### src/rtl/serial_frame_pkg.sv
// Shared FSM encoding and line levels for serial_frame_ctrl.
// SERIAL_FRAME_PARITY_EN adds the PARITY state.
package serial_frame_pkg;

    typedef logic [2:0] state_t;

    localparam state_t IDLE  = 3'd0;
    localparam state_t START = 3'd1;
    localparam state_t DATA  = 3'd2;
    localparam state_t STOP  = 3'd3;
`ifdef SERIAL_FRAME_PARITY_EN
    localparam state_t PARITY = 3'd4;
`endif

    localparam logic IDLE_LEVEL  = 1'b1;
    localparam logic START_LEVEL = 1'b0;

endpackage

### src/rtl/serial_frame_ctrl_bit_tick_gen.sv
// Bit pacing counter: counts 0..DIV-1 while enabled and pulses bit_tick on the
// last count. Held at zero while clear is high.
module bit_tick_gen #(
    parameter int DIV = 4
) (
    input  logic clk,
    input  logic rst,
    input  logic clear,
    output logic bit_tick
);

    localparam int CW = (DIV > 1) ? $clog2(DIV) : 1;
    localparam logic [CW-1:0] LAST = CW'(DIV - 1);

    logic [CW-1:0] cnt;

    assign bit_tick = !clear && (cnt == LAST);

    always_ff @(posedge clk or posedge rst) begin
        if (rst)
            cnt <= '0;
        else if (clear || bit_tick)
            cnt <= '0;
        else
            cnt <= cnt + 1'b1;
    end

endmodule

### src/rtl/serial_frame_ctrl.sv
// Word-to-serial framer: start bit, WIDTH data bits LSB-first, stop bit, DIV clk per bit.
// Define SERIAL_FRAME_PARITY_EN to insert an even-parity bit before the stop bit.
module serial_frame_ctrl
    import serial_frame_pkg::*;
#(
    parameter int WIDTH = 8,
    parameter int DIV   = 4
) (
    input  logic             clk,
    input  logic             rst,
    input  logic [WIDTH-1:0] in_data,
    input  logic             in_valid,
    output logic             in_ready,
    output logic             serial_out,
    output logic             busy,
    output logic             done
);

    localparam int BW = (WIDTH > 1) ? $clog2(WIDTH) : 1;
    localparam logic [BW-1:0] LAST_BIT = BW'(WIDTH - 1);

    state_t           state;
    logic [WIDTH-1:0] shreg;
    logic [BW-1:0]    bit_cnt;
    logic             bit_tick;
    logic             idle;
`ifdef SERIAL_FRAME_PARITY_EN
    logic             parity;
`endif

    assign idle = (state == IDLE);

    // Pacing restarts from zero on every frame because it is held clear in IDLE.
    bit_tick_gen #(.DIV(DIV)) u_tick (
        .clk      (clk),
        .rst      (rst),
        .clear    (idle),
        .bit_tick (bit_tick)
    );

    always_ff @(posedge clk or posedge rst) begin
        if (rst) begin
            state   <= IDLE;
            shreg   <= '0;
            bit_cnt <= '0;
`ifdef SERIAL_FRAME_PARITY_EN
            parity  <= 1'b0;
`endif
        end else begin
            case (state)
                IDLE: begin
                    if (in_valid) begin
                        shreg <= in_data;
`ifdef SERIAL_FRAME_PARITY_EN
                        parity <= ^in_data;
`endif
                        state <= START;
                    end
                end
                START: begin
                    if (bit_tick) begin
                        bit_cnt <= '0;
                        state   <= DATA;
                    end
                end
                DATA: begin
                    if (bit_tick) begin
                        shreg <= shreg >> 1;
                        if (bit_cnt == LAST_BIT)
`ifdef SERIAL_FRAME_PARITY_EN
                            state <= PARITY;
`else
                            state <= STOP;
`endif
                        else
                            bit_cnt <= bit_cnt + 1'b1;
                    end
                end
`ifdef SERIAL_FRAME_PARITY_EN
                PARITY: begin
                    if (bit_tick)
                        state <= STOP;
                end
`endif
                STOP: begin
                    if (bit_tick)
                        state <= IDLE;
                end
                default: state <= IDLE;
            endcase
        end
    end

    // Outputs decode registered state only, so in_* never reach them combinationally.
    always_comb begin
        serial_out = IDLE_LEVEL;
        case (state)
            START:   serial_out = START_LEVEL;
            DATA:    serial_out = shreg[0];
`ifdef SERIAL_FRAME_PARITY_EN
            PARITY:  serial_out = parity;
`endif
            default: serial_out = IDLE_LEVEL;
        endcase
    end

    assign in_ready = idle;
    assign busy     = !idle;
    assign done     = (state == STOP) && bit_tick;

endmodule

### config.mk
export PLATFORM = sky130hd
export DESIGN_NAME = serial_frame_ctrl
export DESIGN_NICKNAME = d
export VERILOG_FILES = /design/src/rtl/serial_frame_pkg.sv /design/src/rtl/serial_frame_ctrl_bit_tick_gen.sv /design/src/rtl/serial_frame_ctrl.sv
export SDC_FILE = /design/constraint.sdc
export NUM_CORES = 1
export LEC_CHECK = 0
export ABC_CLOCK_PERIOD_IN_PS = 1700
export CORE_UTILIZATION = 36
export DETAILED_ROUTE_END_ITERATION = 10
export PLACE_DENSITY_LB_ADDON = 0.25
export SYNTH_ARGS = -nofsm -noshare
export SYNTH_HDL_FRONTEND = slang
export SYNTH_HIERARCHICAL = 1
export SYNTH_SLANG_ARGS = --single-unit
### constraint.sdc
create_clock -name clk -period 1.7 [get_ports clk]
set_input_delay 0.34 -clock clk [delete_from_list [all_inputs] [get_ports clk]]
set_output_delay 0.34 -clock clk [all_outputs]
set_load 0.03 [all_outputs]
==> metrics.md <==
| Metric | Value |
|---|---|
| Synth Warn # | 6 |
| RSZ-0062 raised after global routing | true |
| Remaining DRCs | 0 |
| Dominant cell type by area after synthesis | dfrtp_1 |
| Worst hold slack | 230 ps |
| Slowest-stage cell, CP | dfrtp_1 |
| Initial Util | 39.4% |
| Hold/Removal Path Class | in2async |
| Antenna violations before repair | 0 |
| Fin crit period | 1740 ps |
| Fill count | 198 |
| Leakage | 0.610 nW |
| PD cells | 2030 nW/um2 |
| # setup viols final | 6 |
| Worst-Skew Late Latency | 280 ps |
| Startpoint Class | flip-flop |
| Initial drt markers | 4 |
| Vias after detailed routing | 662 |
| Max Slew Vio Count | 0 |
| Row count | 17 |
| Routed WL | 1.78 mm |
| R2R cell count | 7 |
| Synth top area share | 41.5% |
| Grt ovf | 0 |
| Die H | 52.1 um |
| Max-cap viol count | 0 |
| Area delta synth->final | 48.0% |
| GRT Total Usage | 15.0% |
| # nets final | 130 |
| Post-route ant nets | 0 |
| Slew Limit Headroom | 67.0% |
| Clock transition at path regs | 90 ps |
| Die X-Extent | 52.1 um |
| Wire per inst | 12.9 um |
| Max rail drop VDD | 1.09 mV |
| Critical path required time | 1360 ps |
| Post-Syn Area | 905 um2 |
| Layout cells sized above 1 | 50.0% |
| Inserted Clock Buffers | 3 |
| Fin. Hold Viols | 0 |
| Layout Cells excl Fill | 138 |
| Number of vias per cell | 4.80 |
| M1 WL | 731 um |
| Fmax | 0.574 GHz |
| First-pass GRT wire length | 2.93 mm |
| Cell repeated most along the worst path | buf_6 |
| Status | finished with violations |
| Worst setup margin | -41.0 ps |
| Die area | 2720 um2 |
| Netlist cell types | 20 |
| RR Startpoint | state[1]$_DFFE_PP0P_ |
| Synth Register Bits | 15 |
| Seq/Total Area, Yosys | 41.5% |
| Metal3 WL | 64 um |
| CTS sink count | 15 |
| Final clock skew | 5.67 ps |
| Vias in the first global route | 704 |
| Critical Path Sink Type | primary output |
| Register area | 375 um2 |
| Post-Syn Instances | 73 |
| CP Cell Sequence | inv_2 > ha_4 > nor2b_4 > buf_6 > and2_4 > buf_6 |
| CTS tree | built |
| Max stage delay on crit path | 410 ps |
| Boundary Pins | 15 |
| Antenna cells | 0 |
| Clock tree buffer depth | 2 |
| Worst EP arrival | 1400 ps |
| Largest net degree at the start of global routing | 14 |
| Slew @ Worst Pin | 494 ps |
| CORE AREA | 2300 um2 |
| Area of the multi-input gates | 549 um2 |
| Tot Pwr | 0.00271 W |
| CTS Hold Bufs | 0 |
| Detailed Place HPWL | 1.24 mm |
| R2R setup slack | -30 ps |
| H-tree Lvls | 1 |
| Failing checks | negative setup slack |
| DRT Pass-1 Iters | 4 |
| DR top layer | met4 |
| Routability Congestion | 0.708 |
| Met2 Wirelength | 967 um |
| CP Class | reg2out |
| Syn nets | 92 |
| Top area cells in the synthesized netlist | dfrtp_1 41%, mux2_2 12%, ha_1 11% |
| Crit path max fanout | 4 |
| # placed instances | 125 |
| Port buffer count | 14 |
| Avg Inst Size Synth | 12.4 um2 |
| Period Utilization, post-route | 102% |
| R2r endpoint | shreg[1]$_DFFE_PP0P_ |
| CTS root buf | clkbuf_4 |
[repair_timing]
action	4_1_cts	5_1_grt
endpoints found under the hold margin	0	0
resized for setup	9	10
setup buffers	8	2
setup endpoints to repair	7	9
pin swaps	3	2
[layout make-up]
class / count / area share [%]
inverter: 10 / 2.80
timing repair buffer: 35 / 23.6
multi-input combinational: 46 / 41.0
sequential: 15 / 28.0
tap: 28 / 2.62
clock buffer: 4 / 1.96
[power by group]
part | switching, W | leakage [nW] | internal, W
clock network | 0.000112 | 0.0150 | 0.0000911
logic | 0.000762 | 0.422 | 0.00111
registers | 0.0000997 | 0.173 | 0.000537
total | 0.000973 | 0.610 | 0.00174
[metal layers]
metal / GRT usage [%] / up-vias
li1: - / 318
met1: 16.9 / 333
met2: 25.6 / 9
met3: 6.14 / 2
met4: 4.82 / 0
met5: 0 / -
[stage by stage]
step,setup WS (ps),utilization [%],area (um2),TNS [ps]
2_1_floorplan,-32.5,-,930,-32.5
3_3_place_gp,1.29,51.0,1170,0
3_5_place_dp,-16.8,51.0,1170,-46.4
4_1_cts,-64.3,55.1,1260,-91.5
5_1_grt,-109,58.3,1340,-539
6_report,-41.0,58.3,1340,-139
[worst max path at each step]
stage                                     from              endpoint  slack (ps)  cells past startpoint
after detailed placement              in_valid  shreg[3]$_DFFE_PP0P_         -20                      4
after CTS                 state[1]$_DFFE_PP0P_                  done         -60                      6
after global placement    state[0]$_DFFE_PP0P_  shreg[5]$_DFFE_PP0P_           1                      5
final                     state[1]$_DFFE_PP0P_                  done         -40                      6
after floorplan           state[0]$_DFFE_PP0P_  state[1]$_DFFE_PP0P_         -30                      5
after global routing      state[1]$_DFFE_PP0P_                  done        -110                      6
[worst max-delay path, delay by kind of cell (launching register included)]
family | cells | cell delay, ps
DFF | 1 | 410
buffers and inverters | 3 | 300
and+or+nand+nor | 2 | 240
adders and majority gates | 1 | 180
[flip-flops by register name, indices dropped and copies added (netlist names)]
name	cells
shreg	8
state	2
bit_cnt	3
u_tick/cnt	2
[cell usage in the layout (no fill, tap or decap)]
master,netlist,final
ha_4,0,2
clkbuf_4,0,3
inv_1,10,8
mux2_4,4,8
buf_4,0,20
o221ai_2,0,1
mux2i_1,7,5
nand2_1,2,2
nand2b_1,3,3
buf_6,1,4
clkdlybuf4s50_1,0,10
mux2i_4,0,2
a21oi_4,1,1
clkbuf_1,0,1
and2_4,0,1
ha_2,0,1
o21bai_1,1,1
buf_12,0,1
a21oi_2,1,1
nand4b_1,1,1
nor2b_1,2,1
ha_1,8,5
o21ai_0,1,1
dfrtp_1,15,15
nor2b_4,0,1
nor3_1,2,2
inv_2,0,2
mux2_2,10,6
nor3b_2,1,1
[Yosys cell counts]
cell,count
a21oi_2,1
a21oi_4,1
and2_1,1
buf_6,1
buf_8,1
dfrtp_1,15
ha_1,8
inv_1,10
mux2_2,10
mux2_4,4
mux2i_1,7
nand2_1,2
nand2b_1,3
nand4b_1,1
nor2b_1,2
nor3_1,2
nor3b_2,1
o21ai_0,1
o21bai_1,1
o221ai_1,1
[cells by family (layout without fill, tap and decap cells)]
family / after synthesis / after routing / share of synthesized area (%)
AO/OA/AOI/OAI: 5 / 5 / 5.12
adder cells (fa/ha/maj): 8 / 8 / 11.1
buffers and inverters: 12 / 49 / 7.05
flip-flops: 15 / 15 / 41.5
multiplexers: 21 / 21 / 26.8
AND/OR/NAND/NOR: 12 / 12 / 8.44
Note: power is estimated with default switching activity, not from simulation.
